===== src/rtl/axi_tdd_ng_frame_seq.sv =====
// -----------------------------------------------------------------------------
// axi_tdd_ng_frame_seq
//
// Frame sequencer for the TDD engine. Arms on enable, waits for a sync pulse,
// runs an optional startup delay and then a burst of fixed-length frames,
// driving the frame counter used by downstream channel comparators. A sync
// seen while WAITING/RUNNING restarts the sequence when tdd_sync_rst is set.
//
// Optional feature macro: AXI_TDD_NG_FRAME_SEQ_STATUS_EN
//   When defined, adds tdd_frame_index (current frame index) and
//   tdd_sync_ovf (sticky flag for syncs that were ignored while busy).
//
// Ports:
//   clk                in   core clock
//   reset              in   synchronous, active-high reset
//   tdd_enable         in   level enable; low forces IDLE on the next cycle
//   tdd_sync           in   single-cycle sync pulse
//   tdd_sync_rst       in   allow a sync to restart a WAITING/RUNNING sequence
//   tdd_startup_delay  in   cycles between accepted sync and first frame
//   tdd_frame_length   in   frame length in cycles (0 behaves as 1)
//   tdd_burst_count    in   frames per burst (0 = infinite)
//   tdd_counter        out  current delay/frame counter
//   tdd_cstate         out  0 IDLE, 1 ARMED, 2 WAITING, 3 RUNNING
//   tdd_frame_start    out  first cycle of each frame
//   tdd_endof_frame    out  last cycle of each frame
//   tdd_frame_index    out  frame index F            (status build only)
//   tdd_sync_ovf       out  sticky ignored-sync flag (status build only)
// -----------------------------------------------------------------------------
module axi_tdd_ng_frame_seq #(
   parameter int COUNT_WIDTH = 32,
   parameter int BURST_WIDTH = 32
) (
   input  logic                   clk,
   input  logic                   reset,
   input  logic                   tdd_enable,
   input  logic                   tdd_sync,
   input  logic                   tdd_sync_rst,
   input  logic [COUNT_WIDTH-1:0] tdd_startup_delay,
   input  logic [COUNT_WIDTH-1:0] tdd_frame_length,
   input  logic [BURST_WIDTH-1:0] tdd_burst_count,
   output logic [COUNT_WIDTH-1:0] tdd_counter,
   output logic [1:0]             tdd_cstate,
   output logic                   tdd_frame_start,
   output logic                   tdd_endof_frame
`ifdef AXI_TDD_NG_FRAME_SEQ_STATUS_EN
   ,
   output logic [BURST_WIDTH-1:0] tdd_frame_index,
   output logic                   tdd_sync_ovf
`endif
);

   localparam logic [1:0] IDLE    = 2'd0;
   localparam logic [1:0] ARMED   = 2'd1;
   localparam logic [1:0] WAITING = 2'd2;
   localparam logic [1:0] RUNNING = 2'd3;

   localparam logic [COUNT_WIDTH-1:0] C_ONE = 1;
   localparam logic [BURST_WIDTH-1:0] B_ONE = 1;

   // shadow configuration, captured on every accepted sync
   logic [COUNT_WIDTH-1:0] delay_q;
   logic [COUNT_WIDTH-1:0] length_q;
   logic [BURST_WIDTH-1:0] burst_q;
   logic [BURST_WIDTH-1:0] frame_q;

   logic [1:0]             nxt_state;
   logic [COUNT_WIDTH-1:0] nxt_counter;
   logic [BURST_WIDTH-1:0] nxt_frame;
   logic [BURST_WIDTH-1:0] frame_inc;
   logic [COUNT_WIDTH-1:0] len_eff;
   logic [COUNT_WIDTH-1:0] nxt_len_eff;
   logic                   latch;
   logic                   restart;
   logic                   nxt_fs;
   logic                   nxt_ef;

   assign restart   = tdd_sync & tdd_sync_rst;
   assign frame_inc = frame_q + B_ONE;
   assign len_eff   = (length_q == '0) ? C_ONE : length_q;

   always_comb begin
      nxt_state   = tdd_cstate;
      nxt_counter = tdd_counter;
      nxt_frame   = frame_q;
      latch       = 1'b0;

      case (tdd_cstate)
         IDLE: begin
            nxt_counter = '0;
            nxt_state   = ARMED;
         end
         ARMED: begin
            nxt_counter = '0;
            latch       = tdd_sync;
         end
         WAITING: begin
            if (restart) begin
               latch = 1'b1;
            end else if (tdd_counter == delay_q - C_ONE) begin
               nxt_state   = RUNNING;
               nxt_counter = '0;
            end else begin
               nxt_counter = tdd_counter + C_ONE;
            end
         end
         default: begin // RUNNING
            if (restart) begin
               latch = 1'b1;
            end else if (tdd_counter == len_eff - C_ONE) begin
               nxt_counter = '0;
               nxt_frame   = frame_inc;
               if (burst_q != '0 && frame_inc == burst_q) nxt_state = ARMED;
            end else begin
               nxt_counter = tdd_counter + C_ONE;
            end
         end
      endcase

      // an accepted sync (fresh or restart) takes precedence over burst end
      if (latch) begin
         nxt_frame   = '0;
         nxt_counter = '0;
         nxt_state   = (tdd_startup_delay == '0) ? RUNNING : WAITING;
      end

      // disable overrides everything, including a simultaneous sync
      if (!tdd_enable) begin
         latch       = 1'b0;
         nxt_state   = IDLE;
         nxt_counter = '0;
         nxt_frame   = frame_q;
      end

      // pulses are derived from the next cycle's state so they stay aligned
      // with the registered counter, using the length that will be in force
      nxt_len_eff = latch ? ((tdd_frame_length == '0) ? C_ONE : tdd_frame_length)
                          : len_eff;
      nxt_fs = (nxt_state == RUNNING) && (nxt_counter == '0);
      nxt_ef = (nxt_state == RUNNING) && (nxt_counter == nxt_len_eff - C_ONE);
   end

   always_ff @(posedge clk) begin
      if (reset) begin
         tdd_cstate      <= IDLE;
         tdd_counter     <= '0;
         tdd_frame_start <= 1'b0;
         tdd_endof_frame <= 1'b0;
         frame_q         <= '0;
         delay_q         <= '0;
         length_q        <= '0;
         burst_q         <= '0;
      end else begin
         tdd_cstate      <= nxt_state;
         tdd_counter     <= nxt_counter;
         tdd_frame_start <= nxt_fs;
         tdd_endof_frame <= nxt_ef;
         frame_q         <= nxt_frame;
         if (latch) begin
            delay_q  <= tdd_startup_delay;
            length_q <= tdd_frame_length;
            burst_q  <= tdd_burst_count;
         end
      end
   end

`ifdef AXI_TDD_NG_FRAME_SEQ_STATUS_EN
   logic sync_ignored;

   assign sync_ignored = tdd_sync & ~tdd_sync_rst &
                         ((tdd_cstate == WAITING) || (tdd_cstate == RUNNING));
   assign tdd_frame_index = frame_q;

   always_ff @(posedge clk) begin
      if (reset || !tdd_enable) begin
         tdd_sync_ovf <= 1'b0;
      end else if (sync_ignored) begin
         tdd_sync_ovf <= 1'b1;
      end
   end
`endif

endmodule


===== config.mk =====
export PLATFORM = sky130hd
export DESIGN_NAME = axi_tdd_ng_frame_seq
export DESIGN_NICKNAME = d
export VERILOG_FILES = /design/src/rtl/axi_tdd_ng_frame_seq.sv
export SDC_FILE = /design/constraint.sdc
export NUM_CORES = 1
export LEC_CHECK = 0
export BUFFER_PORTS_ARGS = -buffer_cell sky130_fd_sc_hd__buf_2
export CORE_AREA = 3 3 182 184
export DETAILED_ROUTE_END_ITERATION = 6
export DIE_AREA = 0 0 185 187
export GPL_TIMING_DRIVEN = 0
export MAX_ROUTING_LAYER = met4
export PLACE_DENSITY = 0.53
export SLEW_MARGIN = 20
export SYNTH_ARGS = -nofsm -noshare
export SYNTH_HDL_FRONTEND = slang
export SYNTH_SLANG_ARGS = --single-unit

===== constraint.sdc =====
create_clock -name clk -period 7.65 [get_ports clk]
set_input_delay 0.3825 -clock clk [delete_from_list [all_inputs] [get_ports clk]]
set_output_delay 0.3825 -clock clk [all_outputs]
set_load 0.02 [all_outputs]

==> impl_metrics.json <==
{
  "port_buffers": 135,
  "crit_chain": "clkbuf_1, mux2i_2, nor2_4, buf_2, buf_2, buf_6, nor2_1, a21oi_1, ha_1, or4b_2, nor4_2, o22a_1, nand2_1, xnor2_2, nor2_1, a2111oi_2, nand4_1, or4b_1, or4_1, nor4_2",
  "drive_gt1_share_pct": 12.92,
  "gp_congestion": 0.9840,
  "die_y_um": 187,
  "via_count": 13580,
  "slew_headroom_pct": 23.69,
  "seq_area_frac_synth_pct": 26.19,
  "finalSetupViolCount": 0,
  "route.detailed.drc": 0,
  "fp-row-count": 65,
  "hp-class": "input port to flop",
  "ir_drop_mv": 0.1657,
  "via_per_inst": 5.985,
  "syn-num-nets": 1806,
  "leakage_nw": 5.227,
  "place_inst": 2238,
  "yosysTopAreaCellShare_pct": 26.19,
  "yosys.area.top_type": "dfxtp_1",
  "slowest_stage": "or4b_2",
  "yosysWarnings": 0,
  "fmax_mhz": 140.2,
  "synth_cell_type_count": 92,
  "finClkSkew_ns": 0.01153,
  "worstSetupPathType": "flop to flop",
  "post_cts_buffers": 0,
  "syn_area_um2": 12530,
  "syn2layout_area_growth_pct": 14.18,
  "grt_pass1_wl_mm": 80.31,
  "slew_violations": 0,
  "grt_usage_pct": 31.49,
  "grt_max_degree": 17,
  "synthTopCellsByArea": "dfxtp_1 26%, xnor2_1 7.9%, nand2_1 7.5%",
  "dpl_cell_area_um2": 13720,
  "routedWlPerCell_um": 23.69,
  "ant_nets": 0,
  "final-hold-violation-count": 0,
  "busiest_layer": "met2",
  "synth-simple-area-share_pct": 33.49,
  "clock_latency_ns": 0.46,
  "wl_mm": 53.76,
  "avgSynthCellArea_um2": 7.373,
  "die-area_um2": 34600,
  "cap_violations": 0,
  "syn_inst": 1700,
  "start_util_pct": 39.72,
  "core-area_um2": 31560,
  "worst_pin_slew_ns": 1.134,
  "cts-htree-levels": 4,
  "numCtsBuffers": 17,
  "dr.pass1.iters": 5,
  "cp.required_ns": 8.00,
  "rsz0062_at_grt": "false",
  "drtIter0Drc": 1235,
  "slowest_delay_ns": 0.71,
  "synthFlopType": "dfxtp_1",
  "met3_usage_pct": 4.745,
  "yosys.area_share.adder_pct": 0.4991,
  "layoutNonFillerInstCount": 2269,
  "grt_util_met2_pct": 49.69,
  "place_hpwl_mm": 43.74,
  "tritoncts": "done",
  "finalNetCount": 1959,
  "clk_path_buf_depth": 2,
  "finalCritPeriodShare_pct": 93.23,
  "min_period_ns": 7.132,
  "critPathCaptureType": "flop",
  "yosys-top-cells-count": "250 x nand2_1, 164 x dfxtp_1, 143 x nor2_1",
  "synthMuxAreaShare_pct": 3.444,
  "async_flop_share_pct": 0,
  "ys_ff_latch": 164,
  "synth_edf_count": 0,
  "synthXorXnorAreaFrac_pct": 13.48,
  "path_clk_slew_ns": 0.07,
  "cts-root-buf": "clkbuf_16",
  "yosysMostFrequentCell": "nand2_1",
  "grt_pass1_vias": 12440,
  "io_pins": 137,
  "critical-path-top-delay-family": "simple AND/OR/NAND/NOR gates",
  "antenna_found_initial": 0,
  "grt_overflow": 0,
  "critPathMaxFanout": 15,
  "synth_compound_area_share_pct": 18.31,
  "start_kind": "flop",
  "crit_arrival_ns": 7.48,
  "cellPowerDensity_nw_per_um2": 175.9,
  "grtUsageMet1_pct": 41.98,
  "fin_area_um2": 14310,
  "crit_buf_inv": 4,
  "status": "complete, no violations",
  "synth_top_family_by_area": "simple AND/OR/NAND/NOR gates",
  "cts_sinks": 164,
  "die_w_um": 185
}
[registers in the layout, summed over array words and instances (netlist names)]
name,flops
tdd_frame_start,1
tdd_endof_frame,1
delay_q,32
burst_q,32
length_q,32
frame_q,32
tdd_cstate,2
tdd_counter,32
[repair_timing]
action,CTS,global route
pin swaps,0,0
hold endpoints to repair,0,0
hold buffers,0,0
setup endpoints to repair,1,1
gates resized for setup,2,2
[cells by family (layout without fill, tap and decap cells)]
logic type	after synthesis	count (layout)
AND/OR/NAND/NOR	805	805
other	0	1
XOR/XNOR	192	192
flip-flops	164	164
adder cells (fa/ha/maj)	5	5
AO/OA/AOI/OAI	353	353
buffers and inverters	139	305
multiplexers	42	42
[layout make-up]
type                    count  area, um2
diodes                      1      2.502
plain buffers             114      483.0
clock buffers              20      446.7
clock inverters            12      118.9
fillers                  3349      17240
inverters                  23      86.33
multi-input cells        1397       8702
flip-flops and latches    164       3283
well taps                 402      503.0
repair buffers            136      686.9
[through the flow]
| step | setup WS (ns) | setup TNS (ns) | hold WS (ns) | power [mW] | util (%) |
|---|---|---|---|---|---|
| after CTS | 0.03319 | 0 | 0.1426 | 2.513 | 45.30 |
| after floorplan | 1.705 | 0 | 0.4363 | 1.392 | - |
| final | 0.5179 | 0 | 0.1607 | 2.518 | 45.36 |
| after detailed placement | -0.9551 | -0.9551 | 0.4617 | 1.650 | 43.49 |
| after global routing | 0.05173 | 0 | 0.1530 | 2.624 | 45.35 |
| after global placement | -1.253 | -1.253 | 0.4516 | 1.654 | 43.46 |
[per-layer routing]
layer / wire [um] / up-vias
met1: 23480 / 6486
met3: 3690 / 75
met2: 25020 / 538
met5: 0 / -
met4: 1576 / 0
li1: - / 6480
[placed cells by master (no fill, tap or decap), types with 18 or more instances in the layout]
cell type / count
dfxtp_1: 164
buf_2: 150
mux2i_1: 35
xnor2_1: 112
nor4_1: 61
clkbuf_1: 86
a311oi_1: 18
nand4_1: 44
o21ai_0: 49
o211ai_1: 23
nor3_1: 46
or3_1: 23
xor2_1: 77
and3_1: 28
nand3_1: 46
a31oi_1: 18
nor2_1: 143
inv_1: 23
a21oi_1: 136
nand2_1: 250
or4_1: 22
[report_power, final]
part | switching [mW] | internal, mW | leakage (nW)
Combinational | 0.495 | 0.283 | 3.63
Clock | 0.397 | 0.463 | 0.274
Sequential | 0.0149 | 0.865 | 1.32
Total | 0.907 | 1.61 | 5.23
[worst paths after layout]
kind,endpoint,start,slack [ns],cells after the start
min,burst_q[12]$_SDFFE_PP0P_,tdd_burst_count[12],0.16,3
max,tdd_endof_frame$_SDFF_PP0_,tdd_cstate[0]$_SDFF_PP0_,0.52,20
min reg2reg,burst_q[8]$_SDFFE_PP0P_,burst_q[8]$_SDFFE_PP0P_,0.47,2
max reg2reg,tdd_endof_frame$_SDFF_PP0_,tdd_cstate[0]$_SDFF_PP0_,0.52,20
[worst min-delay path: cells and delay by family]
kind            cells  cell delay, ns
simple gates        1            0.04
compound gates      1            0.05
buf+inv             1            0.09
Power figures use the tool's default switching activity.
